File: src/rtl/fetch_unit.sv
// Instruction fetch stage: owns the PC, addresses the boot ROM and registers the returned word.
// Latency: address is combinational from the PC; fetched_* appear one edge after the word is addressed.
// Backpressure: stall holds PC and fetch register; redirect overrides stall and inserts one bubble.
module fetch_unit #(
  parameter int unsigned           ADDR_WIDTH  = 12,
  parameter int unsigned           DATA_WIDTH  = 32,
  parameter logic [ADDR_WIDTH-1:0] RESET_PC    = '0,
  parameter int unsigned           BOOT_CYCLES = 2,
  parameter logic [5:0]            HALT_OPCODE = 6'd16
) (
  input  logic                  clock,
  input  logic                  reset,
  input  logic                  stall,
  input  logic                  redirect,
  input  logic [ADDR_WIDTH-1:0] redirect_target,
  input  logic                  resume,
  output logic [ADDR_WIDTH-1:0] address,
  input  logic [DATA_WIDTH-1:0] instruction,
  output logic [DATA_WIDTH-1:0] fetched_instruction,
  output logic [ADDR_WIDTH-1:0] fetched_pc,
  output logic                  fetched_valid,
  output logic                  halted
);

  typedef enum logic [1:0] {
    ST_BOOT = 2'd0,
    ST_RUN  = 2'd1,
    ST_HALT = 2'd2
  } state_t;

  // Wide enough to hold BOOT_CYCLES-1 without overflow, and at least one bit.
  localparam int unsigned CNT_W = $clog2(BOOT_CYCLES + 2);

  state_t                  state_q, state_d;
  logic [CNT_W-1:0]        boot_cnt_q, boot_cnt_d;
  logic [ADDR_WIDTH-1:0]   pc_q, pc_d;
  logic [DATA_WIDTH-1:0]   fetched_instruction_q, fetched_instruction_d;
  logic [ADDR_WIDTH-1:0]   fetched_pc_q, fetched_pc_d;
  logic                    fetched_valid_q, fetched_valid_d;
  logic                    halted_q, halted_d;

  logic                    boot_last;
  logic                    halt_hit;

  // The edge that completes the boot wait; with BOOT_CYCLES=0 this is the very first edge.
  assign boot_last = (32'(boot_cnt_q) + 32'd1) >= BOOT_CYCLES;
  assign halt_hit  = (instruction[DATA_WIDTH-1 -: 6] == HALT_OPCODE);

  assign address             = pc_q;
  assign fetched_instruction = fetched_instruction_q;
  assign fetched_pc          = fetched_pc_q;
  assign fetched_valid       = fetched_valid_q;
  assign halted              = halted_q;

  // Next-state and datapath: redirect beats stall in RUN; stall is meaningless outside RUN.
  always_comb begin
    state_d               = state_q;
    boot_cnt_d            = boot_cnt_q;
    pc_d                  = pc_q;
    fetched_instruction_d = fetched_instruction_q;
    fetched_pc_d          = fetched_pc_q;
    fetched_valid_d       = fetched_valid_q;
    halted_d              = halted_q;

    unique case (state_q)
      ST_BOOT: begin
        pc_d            = RESET_PC;
        fetched_valid_d = 1'b0;
        halted_d        = 1'b0;
        if (boot_last) begin
          state_d = ST_RUN;
        end else begin
          boot_cnt_d = boot_cnt_q + CNT_W'(1);
        end
      end

      ST_RUN: begin
        halted_d = 1'b0;
        if (redirect) begin
          pc_d            = redirect_target;
          fetched_valid_d = 1'b0;
        end else if (!stall) begin
          fetched_instruction_d = instruction;
          fetched_pc_d          = pc_q;
          fetched_valid_d       = 1'b1;
          pc_d                  = pc_q + ADDR_WIDTH'(1);
          // The halt word itself is delivered; HALT takes effect from the next edge.
          if (halt_hit) begin
            state_d = ST_HALT;
          end
        end
      end

      ST_HALT: begin
        fetched_valid_d = 1'b0;
        if (redirect) begin
          pc_d = redirect_target;
        end
        if (resume) begin
          state_d  = ST_RUN;
          halted_d = 1'b0;
        end else begin
          halted_d = 1'b1;
        end
      end

      default: begin
        state_d = ST_BOOT;
      end
    endcase
  end

  // State registers; reset restarts the boot wait from scratch.
  always_ff @(posedge clock or negedge reset) begin
    if (!reset) begin
      state_q               <= ST_BOOT;
      boot_cnt_q            <= '0;
      pc_q                  <= RESET_PC;
      fetched_instruction_q <= '0;
      fetched_pc_q          <= '0;
      fetched_valid_q       <= 1'b0;
      halted_q              <= 1'b0;
    end else begin
      state_q               <= state_d;
      boot_cnt_q            <= boot_cnt_d;
      pc_q                  <= pc_d;
      fetched_instruction_q <= fetched_instruction_d;
      fetched_pc_q          <= fetched_pc_d;
      fetched_valid_q       <= fetched_valid_d;
      halted_q              <= halted_d;
    end
  end

endmodule

File: config.mk
export PLATFORM = sky130hd
export DESIGN_NAME = fetch_unit
export DESIGN_NICKNAME = d
export VERILOG_FILES = /design/src/rtl/fetch_unit.sv
export SDC_FILE = /design/constraint.sdc
export NUM_CORES = 1
export LEC_CHECK = 0
export ABC_AREA = 1
export CAP_MARGIN = 20
export CELL_PAD_IN_SITES_DETAIL_PLACEMENT = 0
export CELL_PAD_IN_SITES_GLOBAL_PLACEMENT = 1
export CORE_MARGIN = 3
export CORE_UTILIZATION = 36
export DETAILED_ROUTE_END_ITERATION = 12
export PLACE_DENSITY_LB_ADDON = 0.1
export SLEW_MARGIN = 5
export SYNTH_ARGS = -nofsm -noshare
export SYNTH_HDL_FRONTEND = slang
export SYNTH_SLANG_ARGS = --single-unit
export TNS_END_PERCENT = 20
File: constraint.sdc
create_clock -name clock -period 2.6 [get_ports clock]
set_input_delay 0.52 -clock clock [delete_from_list [all_inputs] [get_ports clock]]
set_output_delay 0.52 -clock clock [all_outputs]
set_load 0.05 [all_outputs]
Yosys cells after proc, flatten, opt, wreduce, memory -nomap -nowiden
Index checks and enable logic that the tools add are counted.
Widths: inputs -> output; s select.
{ "word_totals": {"regBits": 62, "latchBits": 0, "ram_bits": 0, "mem_bits_ro": 0, "input_bits": 49, "out_inout_bits": 58, "elab_cells": 50, "n_memories": 0} }
{ "op_classes": {"addsub": 3, "mul": 0, "n_div": 0, "order_cmp": 1, "eq_ne": 10, "shifts": 0, "n_mux": 15, "n_bitwise": 3, "n_reduce_logical": 11} }
{ "ops": {"columns": ["operator", "n"], "rows": [
  ["$mux 12", 3],
  ["$pmux 12 s3", 1],
  ["$add 12x1->12 const B", 1],
  ["$ne 2x2->1 const B", 6],
  ["$mux 2", 5],
  ["$eq 6x5->1 const B", 1],
  ["$pmux 2 s3", 1],
  ["$reduce_and 3->1", 2],
  ["$reduce_and 5->1", 1],
  ["$pmux 1 s2", 2],
  ["$reduce_and 2->1", 2],
  ["$reduce_bool 2->1", 2],
  ["$reduce_or 2->1", 2],
  ["$add 2x1->3 const B", 1],
  ["$ge 3x2->1 const B", 1],
  ["$mux 1", 3],
  ["$ne 3x3->1 const B", 1],
  ["$not 1->1", 3],
  ["$reduce_bool 3->1", 1],
  ["$add 2x1->2 const B", 1],
  ["$eq 2x1->1 const B", 1],
  ["$eq 2x2->1 const B", 1],
  ["$logic_not 2->1", 1]
]} }

Logic depth before layout (Yosys ltp)
{ "logic_depth": {"depth_word": 5, "ltp_mapped": 10, "ltp_nobuf": 10} }

Worst setup path after synthesis
No wires, ideal clock.
{ "synth_path": {"kind": "register to register", "start": "register state_q[1]", "end": "register fetched_instruction_q[10] (netlist: fetched_instruction[10])", "setup_time_ns": 0.125, "t_arrival_ns": 1.591, "t_required_ns": 2.475, "setup_slack_ns": 0.884, "path_stages_with_launch": 8, "path_buffers": 2, "synth_period_minus_slack_ns": 1.716, "cell_sequence": "dfrtp_1 -> inv_1 -> ha_1 -> nand2_4 -> or2_1 -> buf_6 -> buf_12 -> mux2_4"} }
{ "synth_between": {"elab_chain_len": 2} }
{ "synth_lines": {"columns": ["item", "line", "text"], "rows": [
  ["start: declaration", "34", "state_t state_q, state_d;"],
  ["start signal: assignment", "124", "state_q <= state_d;"],
  ["$eq 2x1->1", "65", "unique case (state_q)"],
  ["$reduce_and 3->1 (no line)", null, null],
  ["end signal: assignment", "127", "fetched_instruction_q <= fetched_instruction_d;"],
  ["end: declaration", "37", "logic [DATA_WIDTH-1:0] fetched_instruction_q, fetched_instruction_d;"]
]} }
No other way between the ends.
A chain may end at the register's enable or synchronous reset.

Worst setup path after layout
{ "layout_path": {"start": "register pc_q[6] (netlist: address[6])", "end": "output address[6]"} }
{ "layout_lines": {"columns": ["item", "line", "text"], "rows": [
  ["start: declaration", "36", "logic [ADDR_WIDTH-1:0] pc_q, pc_d;"],
  ["start signal: assignment", "126", "pc_q <= pc_d;"],
  ["end: declaration", "17", "output logic [ADDR_WIDTH-1:0] address,"]
]} }
No word-level cell between the ends.

==> flow_summary.ini <==
[run_status]
status = finished clean

[layout]
final_common_cell = clkdlybuf4s50_1
drive_above_1_share_pct = 13.9
multiInputGateArea_um2 = 1270
syn2layout_area_growth_pct = 44.2
fin_cells = 519
utilization_pct = 54.9
seqCellArea_um2 = 1550
antenna-diode-count = 0
nFillCells = 757
final_cell_mix = clkdlybuf4s50_1, nand2_1, dfrtp_1, o21ai_0
final_nets = 470

[synth]
synth_area_leaders = dfrtp_1, mux2_4, nand2_1
synth_top_cell_area_share_pct = 51.1
yosys.area_share.simple_pct = 16.1
synth-xor-area-share_pct = 0.288
ys_warn_count = 0
synth.distinct_cells = 24
muxShareOfSynthArea_pct = 14.3
yosys.area.top_type = dfrtp_1
syn-num-nets = 358
synth-seq-cells = 62
yosysSeqAreaShare_pct = 51.1
netlist_instances = 301
synth_compound_area_share_pct = 7.87
synth_area_um2 = 3040
avgSynthCellArea_um2 = 10.1
synth_top_family_by_area = simple AND/OR/NAND/NOR gates
synthAdderAreaFrac_pct = 3.30

[critical_path]
cpPeakStageDelay_ps = 870
reg2reg_from = state_q[1]
worst-path-max-fanout = 8
start_kind = flip-flop
rrSetupSlack_ps = 630
cp_slowest_cell = clkdlybuf4s50_1
crit_type = flip-flop to output port
critPathBufInv = 1
reg2reg_depth = 6
cp_data_required_time_ps = 2080
r2r_end = fetched_instruction[12]
cp-end-kind = output port
arrival_ps = 1680
crit_chain = clkdlybuf4s50_1
cpLargestDelayFamily = buffers and inverters

[die]
top_level_ports = 107
die-area_um2 = 9570
rows = 32
die_x_um = 97.8
start_util_pct = 38.1
die_h_um = 97.8
core_area_um2 = 7970

[routing]
drcViolationCount = 0
vias_per_cell = 4.61
wl_um = 7550
ant_nets = 0
drtIter0Drc = 55
wire_per_inst_um = 14.6
vias = 2395
firstDrtPassIters = 4

[timing]
min_period_ps = 2200
relSlewSlack_pct = 56.3
hold_violations = 0
slew_violations = 0
fin_crit_sh_pct = 84.6
worst_pin_slew_ps = 656
setup_viol = 0
rsz0062_at_grt = no
fin_ws_ps = 400
skew_ps = 12.3
tns_ps = 0
timing.fmax_mhz = 455

[grt]
track_usage_pct = 16.3
grt_max_degree = 60
antenna_found_initial = 0
overflow = 0
grt_pass1_vias = 2415
grt_pass1_wl_um = 12400

[cts]
holdBufCountCts = 0
cts_root_buf = clkbuf_8
clk_path_buf_depth = 2
clock_sinks = 62
cts_tree = done
cts_setup_buffers = 0
ctsResizeCount = 0
htree_num_levels = 3
cts_buffers = 9
clk_latency_ps = 330
clkTransAtPathRegs_ps = 70

[power]
peakVddDrop_mv = 0.488
power_density_nw_per_um2 = 1400
p_leak_nw = 2.03

[place]
io_buffers = 106
hpwl_um = 5590
gp_congestion = 0.797
place_ws_ps = 370
place_inst = 504

[worst_hold_path]
hold_path_class = input pin to async pin

[run]
cap_violations = 0
power by group:
| group | internal [mW] | switching [mW] | total (mW) |
|---|---|---|---|
| clock network | 0.515 | 0.374 | 0.888 |
| registers | 1.39 | 0.310 | 1.70 |
| logic | 1.30 | 2.24 | 3.54 |
how the worst max path moves through the flow:
| stage | from | to | slack, ps | cells past startpoint |
|---|---|---|---|---|
| floorplan | state_q[1] | fetched_instruction[10] | 880 | 7 |
| global placement | redirect | fetched_instruction[3] | 380 | 6 |
| detailed placement | redirect | fetched_instruction[12] | 370 | 6 |
| CTS | address[6] | address[6] | 380 | 1 |
| global route | address[6] | address[6] | 330 | 1 |
| finish | address[6] | address[6] | 400 | 1 |
area by class of cell:
| type | instances | share of cell area, % |
|---|---|---|
| clock buffer | 12 | 3.77 |
| timing repair buffer | 109 | 25.2 |
| inverter | 31 | 2.66 |
| sequential | 62 | 35.4 |
| multi-input combinational | 200 | 29.0 |
| clock inverter | 3 | 0.972 |
| tap | 102 | 2.92 |
routing by layer:
layer,global-route usage [%],vias up,wire length [um]
met5,0,-,0
met4,4.37,0,60
met3,5.36,7,483
met2,23.4,87,3180
met1,23.5,1100,3830
li1,-,1201,-
flip-flops by register name, indices dropped and copies added (netlist names):
name	count
state_q	2
fetched_pc	12
address	12
fetched_instruction	32
halted	1
fetched_valid	1
boot_cnt_q	2
cell families after synthesis:
family	Yosys count
mux	29
simple gates	120
compound gates	42
flops	62
xor+xnor	1
fa+ha+maj	8
buf+inv	39
Yosys cell counts, drive strengths merged:
master and count:
nand2 82, dfrtp 62, o21ai 36, inv 30
mux2 29, nor2 20, nand3 13, ha 8
buf 6, a21oi 4, nand4 3, clkbuf 2
a22o 1, clkinv 1, nor3 1, o31ai 1
or2 1, xor2 1
per-stage QoR:
step | cell area, um2 | power [mW] | hold slack [ps]
floorplan | 3040 | 4.10 | 224
global placement | 4170 | 5.25 | 465
detailed placement | 4170 | 5.29 | 468
CTS | 4380 | 6.20 | 216
global route | 4380 | 6.47 | 239
finish | 4380 | 6.13 | 214
worst register-to-register path, stage by stage (launching register included):
cell and delay (ps):
dfrtp_1 430, inv_1 130, ha_1 310, nand2_4 100, or2_2 300, buf_12 230
mux2_4 350
No activity file was read; power rests on OpenSTA's default activity.
